$ cat src/rtl/gpr_serial_bank_pkg.sv
// Shared types and helpers for the bit-serial register bank.
// Holds FSM/register-op enums and the reset-image slicing function.
package gpr_pkg;

  typedef enum logic {
    IDLE,
    SHIFT
  } gpr_state_e;

  typedef enum logic [1:0] {
    HOLD,
    ROTATE,
    SHIFT_IN,
    LOAD
  } gpr_op_e;

  localparam int GPR_MAX_W   = 64;
  localparam int GPR_MAX_IMG = 1024;

  // Caller truncates the result to its own register width.
  function automatic logic [GPR_MAX_W-1:0] init_slice(
    input logic [GPR_MAX_IMG-1:0] img,
    input int unsigned            width,
    input int unsigned            n
  );
    logic [GPR_MAX_IMG-1:0] sh;
    sh = img >> (n * width);
    return sh[GPR_MAX_W-1:0];
  endfunction

endpackage

$ cat src/rtl/gpr_serial_bank_shift_reg.sv
// One WIDTH-bit register of the bank: hold, rotate right, shift a serial
// bit into the MSB, or parallel load.
module gpr_shift_reg
  import gpr_pkg::*;
#(
  parameter int WIDTH = 8
) (
  input  logic             i_clk,
  input  logic             i_rst,
  input  gpr_op_e          i_op,
  input  logic             i_ser,
  input  logic [WIDTH-1:0] i_pdata,
  input  logic [WIDTH-1:0] i_rst_val,
  output logic [WIDTH-1:0] o_q
);

  logic [WIDTH-1:0] r_q;

  always_ff @(posedge i_clk) begin
    if (i_rst) begin
      r_q <= i_rst_val;
    end else begin
      case (i_op)
        HOLD:     r_q <= r_q;
        ROTATE:   r_q <= {r_q[0], r_q[WIDTH-1:1]};
        SHIFT_IN: r_q <= {i_ser, r_q[WIDTH-1:1]};
        LOAD:     r_q <= i_pdata;
        default:  r_q <= r_q;
      endcase
    end
  end

  assign o_q = r_q;

endmodule

$ cat src/rtl/gpr_serial_bank.sv
// Bit-serial register bank: streams two sources LSB-first while shifting a
// result into a destination over a fixed WIDTH-cycle start/done transaction.
module gpr_serial_bank
  import gpr_pkg::*;
#(
  parameter int                     WIDTH = 8,
  parameter int                     NREGS = 4,
  parameter logic [WIDTH*NREGS-1:0] INIT  = {8'h50, 8'h30, 8'h00, 8'h00},
  localparam int                    AW    = $clog2(NREGS),
  localparam int                    BW    = $clog2(WIDTH)
) (
  input  logic             i_clk,
  input  logic             i_rst,
  input  logic             i_start,
  input  logic [AW-1:0]    i_ra_addr,
  input  logic [AW-1:0]    i_rb_addr,
  input  logic [AW-1:0]    i_wr_addr,
  input  logic             i_wr_en,
  input  logic             i_data_in,
  input  logic             i_load,
  input  logic [AW-1:0]    i_load_addr,
  input  logic [WIDTH-1:0] i_load_data,
  output logic             o_ra_bit,
  output logic             o_rb_bit,
  output logic             o_busy,
  output logic             o_done,
  output logic [BW-1:0]    o_bit_idx,
  output logic [WIDTH-1:0] o_data_display
);

  gpr_state_e       r_state;
  logic [AW-1:0]    r_ra;
  logic [AW-1:0]    r_rb;
  logic [AW-1:0]    r_wr;
  logic             r_wr_en;
  logic [BW-1:0]    r_cnt;
  logic             r_busy;
  logic             r_done;
  logic [WIDTH-1:0] w_q [NREGS];

  always_ff @(posedge i_clk) begin
    if (i_rst) begin
      r_state <= IDLE;
      r_ra    <= '0;
      r_rb    <= '0;
      r_wr    <= '0;
      r_wr_en <= 1'b0;
      r_cnt   <= '0;
      r_busy  <= 1'b0;
      r_done  <= 1'b0;
    end else begin
      r_done <= 1'b0;
      case (r_state)
        IDLE: begin
          if (i_start) begin
            r_state <= SHIFT;
            r_ra    <= i_ra_addr;
            r_rb    <= i_rb_addr;
            r_wr    <= i_wr_addr;
            r_wr_en <= i_wr_en;
            r_cnt   <= '0;
            r_busy  <= 1'b1;
          end
        end
        SHIFT: begin
          if (r_cnt == BW'(WIDTH - 1)) begin
            r_state <= IDLE;
            r_cnt   <= '0;
            r_busy  <= 1'b0;
            r_done  <= 1'b1;
          end else begin
            r_cnt <= r_cnt + 1'b1;
          end
        end
        default: r_state <= IDLE;
      endcase
    end
  end

  // A register shifts at most once per cycle; the write takes priority over
  // rotation so read-modify-write of the same register works in place.
  for (genvar n = 0; n < NREGS; n++) begin : g_reg
    localparam logic [WIDTH-1:0] RST_VAL =
      WIDTH'(init_slice(GPR_MAX_IMG'(INIT), WIDTH, n));
    gpr_op_e w_op;

    always_comb begin
      w_op = HOLD;
      if (r_state == IDLE) begin
        if (i_load && (i_load_addr == AW'(n))) w_op = LOAD;
      end else if (r_wr_en && (r_wr == AW'(n))) begin
        w_op = SHIFT_IN;
      end else if ((r_ra == AW'(n)) || (r_rb == AW'(n))) begin
        w_op = ROTATE;
      end
    end

    gpr_shift_reg #(
      .WIDTH(WIDTH)
    ) u_reg (
      .i_clk    (i_clk),
      .i_rst    (i_rst),
      .i_op     (w_op),
      .i_ser    (i_data_in),
      .i_pdata  (i_load_data),
      .i_rst_val(RST_VAL),
      .o_q      (w_q[n])
    );
  end

  assign o_ra_bit       = (r_state == SHIFT) ? w_q[r_ra][0] : 1'b0;
  assign o_rb_bit       = (r_state == SHIFT) ? w_q[r_rb][0] : 1'b0;
  assign o_busy         = r_busy;
  assign o_done         = r_done;
  assign o_bit_idx      = r_cnt;
  assign o_data_display = w_q[0];

endmodule

$ cat config.mk
export PLATFORM = sky130hd
export DESIGN_NAME = gpr_serial_bank
export DESIGN_NICKNAME = d
export VERILOG_FILES = /design/src/rtl/gpr_serial_bank_pkg.sv /design/src/rtl/gpr_serial_bank_shift_reg.sv /design/src/rtl/gpr_serial_bank.sv
export SDC_FILE = /design/constraint.sdc
export NUM_CORES = 1
export LEC_CHECK = 0
export BUFFER_PORTS_ARGS = -buffer_cell sky130_fd_sc_hd__buf_2
export CAP_MARGIN = 20
export CORE_ASPECT_RATIO = 0.5
export CORE_MARGIN = 10
export CORE_UTILIZATION = 63
export CTS_BUF_LIST = sky130_fd_sc_hd__clkbuf_4
export DETAILED_ROUTE_END_ITERATION = 10
export PLACE_DENSITY = 0.88
export SYNTH_ARGS = -nofsm -noshare
export SYNTH_HDL_FRONTEND = slang
export SYNTH_SLANG_ARGS = --single-unit
export TNS_END_PERCENT = 50
$ cat constraint.sdc
create_clock -name i_clk -period 2.82 [get_ports i_clk]
set_input_delay 0.141 -clock i_clk [delete_from_list [all_inputs] [get_ports i_clk]]
set_output_delay 0.141 -clock i_clk [all_outputs]
set_load 0.05 [all_outputs]
==> metrics.yaml, run 1 <==
setup_path:
  critical-path-slowest-cell: "dfxtp_1"
  path_max_fanout: 19
  timing.reg2reg.setup_slack_ps: 900
  crit_chain: "buf_4, and4bb_2, nor2_2, a221oi_1, a311oi_1"
  r2r_cells: 5
  r2r_end: "g_reg[2].u_reg.o_q[0]"
  criticalPathCategory: "flip-flop to flip-flop"
  critPathMaxStageDelay_ps: 470
  cp.arrival_ps: 2190
  critPathCaptureType: "flip-flop"
  cp-start-kind: "flip-flop"
  worstPathRequired_ps: 3090
  reg2reg_from: "r_state"
timing:
  period_share_pct: 68.12
  hold_viol: 0
  setup-tns-final_ps: 0
  slew_viol_final: 0
  worst_pin_slew_ps: 645.3
  finClkSkew_ps: 8.262
  period_minus_slack_ps: 1921
  fmax_mhz: 520.6
  setup_viol: 0
  slew_headroom_pct: 56.75
  rsz0062_at_grt: "false"
clock_network:
  cts_buffers: 5
  clkSinkCount: 45
  tritoncts: "built"
  cts_resized: 0
  clk_pin_slew_worst_paths_ps: 120
  root_buffer: "clkbuf_4"
  clock_latency_ps: 350
  cts_hold_buffers: 0
  htreeDepth: 2
  postCtsSetupRepairBufs: 0
  cts_buffer_depth: 2
worst_hold_path:
  worstHoldPathCells: 3
  holdCritPathClass: "input pin to flip-flop"
  hold_start: "i_wr_addr[0]"
  hold_end: "r_wr[0]"
global_routing:
  grt_max_degree: 34
  antenna_found_initial: 0
  overflow: 0
  grt_usage_pct: 17.40
  grt_pass1_wl_mm: 9.625
  grt_pass1_vias: 1993
drt:
  post_drt_wl_per_cell_microns: 17.48
  initialDrtViolationCount: 201
  wl_mm: 5.891
  firstDrtPassIters: 4
  ant_nets: 0
  vias_per_cell: 6.223
  route.detailed.drc: 0
  vias: 2097
pwr:
  p_total_mw: 1.323
  leakagePower_nw: 1.040
  p_per_area_nw_per_um2: 526.2
  irDropWorstVdd_v: 0.0002648
run:
  cap_violations: 0
synth:
  synth-seq-cells: 45
  synth.distinct_cells: 50
  yosys.area.top_type: "dfxtp_1"
  yosysTopAreaCellShare_pct: 38.94
  netlist_instances: 261
  synth-main-ff-cell: "dfxtp_1"
  synth_edf_count: 0
  async_flop_share_pct: 0
  synthTopCellsByArea: "dfxtp_1 (39%), mux2i_1 (6.1%), nor3_1 (5.8%)"
  syn-num-nets: 285
  syn_area_per_cell_sq_um: 8.864
  ys_seq_area_share_pct: 38.94
  ys_warn_count: 0
  synth_area_sq_um: 2313
finish:
  nNetsFinal: 310
  layout_common_cells: "dfxtp_1 (45), buf_2 (36), nor3_1 (27)"
  drive_gt1_share_pct: 18.88
  diodes: 0
  areaGrowthSynthToFinish_pct: 8.707
  layout_commonest_cell: "dfxtp_1"
  fin_util_pct: 72.04
  fillers: 280
  postLayoutCellArea_sq_um: 2515
run_status:
  status: "finished clean"
die:
  ioPinCount: 37
  initial_core_util_pct: 66.27
  die_y_microns: 62.85
  coreArea_sq_um: 3491
  die_w_microns: 105.7
  rows: 15
  fp.dieArea_sq_um: 6643
place:
  placed_cell_area_sq_um: 2466
  dp_hpwl_mm: 4.290
  portBuffers: 36
  gp_congestion: 0.8874
-- layout make-up --
cell class | count | area, sq um | share of cell area [%]
Multi-Input combinational cell | 189 | 1276 | 50.75
Sequential cell | 45 | 900.9 | 35.82
Timing Repair Buffer | 39 | 202.7 | 8.060
Tap cell | 51 | 63.81 | 2.537
Clock buffer | 6 | 45.04 | 1.791
Inverter | 6 | 22.52 | 0.8955
Clock inverter | 1 | 3.754 | 0.1493
-- per-layer routing --
metal  GRT usage, %  vias to the layer above  wire (microns)  part of all wire (%)
met5              0                        -               0                     0
met4          6.208                        0             140                   2.4
met3          5.761                       18             605                    10
met2          26.07                      100            2541                    43
met1          22.65                      954            2603                    44
li1               -                     1025               -                     -
-- where the power goes --
part / switching (mW) / internal [mW] / total, mW
sequential: 0.0419 / 0.684 / 0.725
clock: 0.197 / 0.101 / 0.298
combinational: 0.188 / 0.113 / 0.300
-- flip-flops by register name (all words and copies together) (netlist names) --
| name | flops |
|---|---|
| g.u_reg.o_q | 32 |
| o_bit_idx | 3 |
| o_busy | 1 |
| o_done | 1 |
| r_ra | 2 |
| r_rb | 2 |
| r_state | 1 |
| r_wr | 2 |
| r_wr_en | 1 |
-- Yosys cell counts (all sizes together), types with 3 or more instances --
cell and instances:
a21oi 13, nor2b 16, a22oi 3, o311a 7, inv 6, o21ai 10
mux2i 14, dfxtp 45, a221oi 14, and2 3, clkbuf 11, nand2b 4
buf 10, o211ai 3, a211oi 5, nor2 15, nand2 22, nor3 27
-- metrics by stage --
| step | instances | setup WS [ps] | hold WS [ps] |
|---|---|---|---|
| 2_1_floorplan | 261 | 1288 | 277.0 |
| 3_3_place_gp | 330 | 1025 | 383.5 |
| 3_5_place_dp | 330 | 947.2 | 389.0 |
| 4_1_cts | 337 | 926.0 | 6.483 |
| 5_1_grt | 337 | 729.1 | 14.40 |
| 6_report | 337 | 899.1 | 14.29 |
-- worst max-delay path by stage --
stage	startpoint	endpoint	depth (start not counted)
CTS	r_state	g_reg[1].u_reg.o_q[7]	4
finish	r_state	g_reg[2].u_reg.o_q[0]	5
global placement	r_state	g_reg[1].u_reg.o_q[7]	4
floorplan	g_reg[0].u_reg.o_q[0]	o_ra_bit	2
global route	r_state	g_reg[2].u_reg.o_q[0]	5
detailed placement	r_state	g_reg[3].u_reg.o_q[4]	4
-- critical path, delay by kind of cell, from the launching register on --
family,cells,cell delay (ps)
and+or+nand+nor,2,710
buffers and inverters,1,260
AOI/OAI and AO/OA,2,400
DFF,1,470
-- cell families (layout without fill, tap and decap cells) --
kind of cell             count (synthesis)  count (layout)  synth area share (%)
AO/OA/AOI/OAI                           66              66                 21.04
adder cells (fa/ha/maj)                  2               2                 1.081
buffers and inverters                   27              52                 5.895
flip-flops                              45              45                 38.94
multiplexers                            18              18                 8.977
AND/OR/NAND/NOR                        103             103                 24.07
Note: power is estimated with default switching activity, not from simulation.
==> inputs of run 2 (changes only) <==
CORE_UTILIZATION = 58   (was 63)
PLACE_DENSITY = 0.82   (was 0.88)
clock period = 1.92 ns   (was 2.82 ns; I/O delays follow)
==> metrics.yaml, run 2 (synthesis results as in run 1) <==
run_status:
  status: "finished clean"  # unchanged
finish:
  largest_reg_flops: 32  # unchanged
  layout_commonest_cell: "dfxtp_1"  # unchanged
  diodes: 0  # unchanged
  nNetsFinal: 322  # was 310
  layout_common_cells: "dfxtp_1 (45), buf_2 (36), nor3_1 (27)"  # unchanged
  postLayoutCellArea_sq_um: 2663  # was 2515 sq um
  areaGrowthSynthToFinish_pct: 15.09  # was 8.707%
  drive_gt1_share_pct: 20.81  # was 18.88%
clock_network:
  htreeDepth: 2  # unchanged
  root_buffer: "clkbuf_4"  # unchanged
  tritoncts: "built"  # unchanged
  cts_buffers: 5  # unchanged
  postCtsSetupRepairBufs: 0  # unchanged
  clock_latency_ps: 360  # was 350 ps
  clkSinkCount: 45  # unchanged
  cts_buffer_depth: 2  # unchanged
  clk_pin_slew_worst_paths_ps: 130  # was 120 ps
global_routing:
  overflow: 0  # unchanged
  grt_pass1_wl_mm: 9.377  # was 9.625 mm
  antenna_found_initial: 0  # unchanged
  grt_max_degree: 33  # was 34
  grt_usage_pct: 16.28  # was 17.40%
  grt_pass1_vias: 1869  # was 1993
setup_path:
  critPathMaxStageDelay_ps: 530  # was 470 ps
  crit_buf_inv: 1  # unchanged
  cp-start-kind: "flip-flop"  # unchanged
  crit_chain: "mux4_2, and2_1, buf_2"  # was buf_4, and4bb_2, nor2_2, a221oi_1, a311oi_1
  critical-path-slowest-cell: "mux4_2"  # was dfxtp_1
  criticalPathCategory: "flip-flop to primary output"  # was flip-flop to flip-flop
  critPathCaptureType: "primary output"  # was flip-flop
  cp.arrival_ps: 1730  # was 2190 ps
  crit_family: "multiplexers"  # was simple AND/OR/NAND/NOR gates
  path_max_fanout: 6  # was 19
  worstPathRequired_ps: 1820  # was 3090 ps
timing:
  setup-tns-final_ps: 0  # unchanged
  period_minus_slack_ps: 1822
  slew_headroom_pct: 56.63  # was 56.75%
  setup_viol: 0  # unchanged
  period_share_pct: 94.88
  finClkSkew_ps: 29.75  # was 8.262 ps
  slew_viol_final: 0  # unchanged
  fin_hold_ws_ps: 37.32  # was 14.29 ps
  worst_pin_slew_ps: 646.3  # was 645.3 ps
  fmax_mhz: 548.9
  hold_viol: 0  # unchanged
  rsz0062_at_grt: "false"  # unchanged
drt:
  initialDrtViolationCount: 141  # was 201
  route.detailed.drc: 0  # unchanged
  ant_nets: 0  # unchanged
  wl_mm: 5.757  # was 5.891 mm
  vias: 2129  # was 2097
  vias_per_cell: 6.048  # was 6.223
  post_drt_wl_per_cell_microns: 16.36  # was 17.48 microns
  firstDrtPassIters: 4  # unchanged
worst_hold_path:
  holdCritPathClass: "input pin to flip-flop"  # unchanged
die:
  die_w_microns: 109.3  # was 105.7 microns
  initial_core_util_pct: 59.88  # was 66.27%
  ioPinCount: 37  # unchanged
  fp.dieArea_sq_um: 7068  # was 6643 sq um
  coreArea_sq_um: 3864  # was 3491 sq um
  rows: 16  # was 15
  die_y_microns: 64.66  # was 62.85 microns
place:
  portBuffers: 36  # unchanged
  placed_cell_area_sq_um: 2520  # was 2466 sq um
  dp_hpwl_mm: 4.081  # was 4.290 mm
  gp_congestion: 0.8255  # was 0.8874
pwr:
  irDropWorstVdd_v: 0.0004496  # was 0.0002648 V
  leakagePower_nw: 1.097  # was 1.040 nW
  p_per_area_nw_per_um2: 746.4  # was 526.2 nW/um^2
run:
  cap_violations: 0  # unchanged
run 2: cell count changes in the layout (fill, tap and decap cells not counted):
cell,delta
buf_4,+4
nor4bb_1,-1
o211ai_2,-1
dlygate4sd3_1,+7
buf_12,+1
clkinv_4,+1
a21oi_1,-1
clkinv_1,-1
a21oi_2,+1
o211ai_4,+1
nor4bb_2,+1
run 2: area by class of cell:
| class | count | area (sq um) |
|---|---|---|
| clock buffers | 6 | 45.04 |
| clock inverters | 1 | 8.758 |
| fillers | 323 | 1201 |
| inverters | 6 | 22.52 |
| multi-input cells | 189 | 1295 |
| flip-flops and latches | 45 | 900.9 |
| well taps | 54 | 67.56 |
| repair buffers | 51 | 322.8 |
run 2: through the flow:
| stage | power [mW] | setup slack, ps | util, % | std cells |
|---|---|---|---|---|
| global placement | 1.514 | 123.7 | 65.22 | 338 |
| finish | 1.987 | 98.28 | 68.91 | 352 |
| CTS | 1.990 | 82.31 | 68.43 | 352 |
| floorplan | 1.407 | 415.1 | - | 261 |
| global route | 2.083 | 12.44 | 68.91 | 352 |
| detailed placement | 1.527 | 67.81 | 65.22 | 338 |
run 2: repair_timing:
item                                   4_1_cts  5_1_grt
endpoints found under the hold margin        7        0
gates resized for setup                      0        3
setup endpoints to repair                    0       14
hold buffers                                 7        0
run 2: metal layers:
metal  global-route usage [%]  part of all wire, %  wire length (microns)  vias up
met1                    23.42                   48                   2735      997
met4                    3.710                 0.80                     46        0
met2                    22.77                   43                   2491       77
li1                         -                    -                      -     1048
met3                    5.325                  8.4                    485        7
met5                        0                    0                      0        -
run 2: path summary, 6_finish.rpt:
kind	start	end	slack [ps]	cells past startpoint
worst max-delay path	r_rb[0]	o_rb_bit	100	3
worst max register to register	r_state	g_reg[0].u_reg.o_q[6]	170	4
worst min-delay path	i_data_in	g_reg[1].u_reg.o_q[7]	40	3
worst min register to register	g_reg[3].u_reg.o_q[4]	g_reg[3].u_reg.o_q[4]	500	2
run 2: worst register-to-register path: cells and delay by family (launching register included):
family / cells / cell delay, ps
and+or+nand+nor: 3 / 840
DFF: 1 / 470
AOI/OAI and AO/OA: 1 / 360
run 2: where the power goes:
| group | internal (mW) | total, mW | switching, mW |
|---|---|---|---|
| combinational | 0.184 | 0.461 | 0.277 |
| clock | 0.154 | 0.464 | 0.310 |
| sequential | 1.00 | 1.06 | 0.0581 |
| total | 1.34 | 1.99 | 0.645 |
==> inputs of run 3 (changes only) <==
--- a/config.mk
+++ b/config.mk
@@ -6,4 +6,5 @@
 export NUM_CORES = 1
 export LEC_CHECK = 0
+export ABC_CLOCK_PERIOD_IN_PS = 1920
 export BUFFER_PORTS_ARGS = -buffer_cell sky130_fd_sc_hd__buf_2
 export CAP_MARGIN = 20
@@ -17,3 +18,2 @@
 export SYNTH_HDL_FRONTEND = slang
 export SYNTH_SLANG_ARGS = --single-unit
-export TNS_END_PERCENT = 50
==> constraint.sdc (replaced) <==
create_clock -name i_clk -period 1.92 [get_ports i_clk]
set_input_delay 0 -clock i_clk [delete_from_list [all_inputs] [get_ports i_clk]]
set_output_delay 0 -clock i_clk [all_outputs]
set_load 0.05 [all_outputs]
==> metrics.yaml, run 3 (synthesis results as in run 1) <==
global_routing:
  grt_usage_pct: 16.34  # was 16.28%
  antenna_found_initial: 0  # unchanged
  grt_max_degree: 33  # unchanged
  grt_pass1_vias: 1890  # was 1869
  grt_pass1_wl_mm: 9.432  # was 9.377 mm
  overflow: 0  # unchanged
die:
  coreArea_sq_um: 3864  # unchanged
  ioPinCount: 37  # unchanged
  die_w_microns: 109.3  # unchanged
  die_y_microns: 64.66  # unchanged
  rows: 16  # unchanged
  initial_core_util_pct: 59.88  # unchanged
  fp.dieArea_sq_um: 7068  # unchanged
drt:
  wl_met2_mm: 2.577  # was 2.491 mm
  vias_per_cell: 5.992  # was 6.048
  post_drt_wl_per_cell_microns: 16.31  # was 16.36 microns
  wl_met1_mm: 2.650  # was 2.735 mm
  vias: 2127  # was 2129
  initialDrtViolationCount: 212  # was 141
  route.detailed.drc: 0  # unchanged
  wl_mm: 5.789  # was 5.757 mm
  ant_nets: 0  # unchanged
  topRoutingLayerUsed: "met4"  # unchanged
  firstDrtPassIters: 4  # unchanged
  met3_length_microns: 530  # was 485 microns
finish:
  fin_util_pct: 69.69  # was 68.91%
  areaGrowthSynthToFinish_pct: 16.39  # was 15.09%
  fillers: 318  # was 323
  layout_common_cells: "dfxtp_1 (45), buf_2 (36), nor3_1 (27)"  # unchanged
  diodes: 0  # unchanged
  nNetsFinal: 325  # was 322
  postLayoutCellArea_sq_um: 2693  # was 2663 sq um
  largest_reg_flops: 32  # unchanged
  fin_cells: 355  # was 352
  drive_gt1_share_pct: 20.60  # was 20.81%
  layout_commonest_cell: "dfxtp_1"  # unchanged
timing:
  period_minus_slack_ps: 1741  # was 1822 ps
  setup-tns-final_ps: 0  # unchanged
  fin_hold_ws_ps: -1.245  # was 37.32 ps
  rsz0062_at_grt: "false"  # unchanged
  setup_viol: 0  # unchanged
  worst_pin_slew_ps: 647.8  # was 646.3 ps
  period_share_pct: 90.69  # was 94.88%
  fmax_mhz: 574.3  # was 548.9 MHz
  slew_viol_final: 0  # unchanged
  slew_headroom_pct: 56.52  # was 56.63%
  hold_viol: 1  # was 0
  finClkSkew_ps: 29.65  # was 29.75 ps
setup_path:
  cp-start-kind: "flip-flop"  # unchanged
  path_max_fanout: 9  # was 6
  crit_chain: "nor4bb_2, nor2_1, a221oi_1, nor3_1"  # was mux4_2, and2_1, buf_2
  cp.arrival_ps: 2010  # was 1730 ps
  critical-path-slowest-cell: "nor4bb_2"  # was mux4_2
  criticalPathCategory: "flip-flop to flip-flop"  # was flip-flop to primary output
  critPathMaxStageDelay_ps: 500  # was 530 ps
  critPathCaptureType: "flip-flop"  # was primary output
  worstPathRequired_ps: 2180  # was 1820 ps
clock_network:
  clk_pin_slew_worst_paths_ps: 150  # was 130 ps
  htreeDepth: 2  # unchanged
  postCtsSetupRepairBufs: 0  # unchanged
  clock_latency_ps: 370  # was 360 ps
  clkSinkCount: 45  # unchanged
  tritoncts: "built"  # unchanged
  root_buffer: "clkbuf_4"  # unchanged
  cts_buffer_depth: 2  # unchanged
  cts_buffers: 5  # unchanged
pwr:
  irDropWorstVdd_v: 0.0004532  # was 0.0004496 V
  pwr-share-comb_pct: 23.4  # was 23.2%
  leakagePower_nw: 1.110  # was 1.097 nW
  p_switching_uw: 643.9  # was 645.2 uW
  p_int_mw: 1.346  # was 1.342 mW
  p_total_mw: 1.990  # was 1.987 mW
  p_per_area_nw_per_um2: 739.1  # was 746.4 nW/um^2
  swShare_pct: 32.36  # was 32.47%
  seq_power_share_pct: 53.4  # was 53.5%
  clkPwrFrac_pct: 23.2  # was 23.3%
run_status:
  status: "finished, violations left"  # was finished clean
  violations: "hold timing"
place:
  placed_cell_area_sq_um: 2520  # unchanged
  gp_congestion: 0.8255  # unchanged
  dp.cells: 338  # unchanged
  dp_hpwl_mm: 4.081  # unchanged
  portBuffers: 36  # unchanged
run:
  cap_violations: 0  # unchanged
worst_hold_path:
  holdCritPathClass: "input pin to flip-flop"  # unchanged
-- run 3: through the flow --
step / hold slack [ps] / setup slack (ps)
after floorplan: 136.0 / 415.1
after global placement: 242.2 / 123.7
after detailed placement: 247.8 / 67.81
after CTS: 2.843 / 82.31
after global routing: 6.707 / 12.72
final: -1.245 / 178.7
-- run 3: area by class of cell --
type	instances	area, sq um	share of cell area, %
well taps	54	67.56	2.509
multi-input cells	189	1295	48.09
repair buffers	54	352.8	13.10
flip-flops and latches	45	900.9	33.46
inverters	6	22.52	0.8364
clock inverters	1	8.758	0.3253
clock buffers	6	45.04	1.673
-- run 3: power by group through the flow --
stage | clock network (mW) | logic, mW | registers (mW)
after floorplan | 0 | 0.266 | 1.14
after global placement | 0 | 0.436 | 1.08
after detailed placement | 0 | 0.445 | 1.08
after CTS | 0.472 | 0.462 | 1.06
after global routing | 0.506 | 0.509 | 1.07
final | 0.462 | 0.466 | 1.06
-- run 3: worst paths after layout --
check / from / to / slack [ps] / depth (start not counted)
worst min register to register: g_reg[3].u_reg.o_q[4] / g_reg[3].u_reg.o_q[4] / 500 / 2
worst max register to register: r_state / g_reg[0].u_reg.o_q[6] / 180 / 4
worst max-delay path: r_state / g_reg[0].u_reg.o_q[6] / 180 / 4
worst min-delay path: i_load_data[4] / g_reg[2].u_reg.o_q[4] / -1 / 3
-- run 3: per-layer routing --
metal	global-route usage [%]	up-vias
met5	0	-
met4	3.710	0
met3	5.325	4
met2	22.84	73
met1	23.55	996
li1	-	1054
-- run 3: what timing repair did --
action,CTS,global route
endpoints found under the setup margin,0,14
hold buffers,10,0
hold endpoints to repair,11,0
gates resized for setup,0,3
-- run 3: worst max-delay path, delay by kind of cell (launching register included) --
| kind | cells | cell delay, ps |
|---|---|---|
| flip-flops | 1 | 470 |
| AO/OA/AOI/OAI | 1 | 360 |
| AND/OR/NAND/NOR | 3 | 830 |
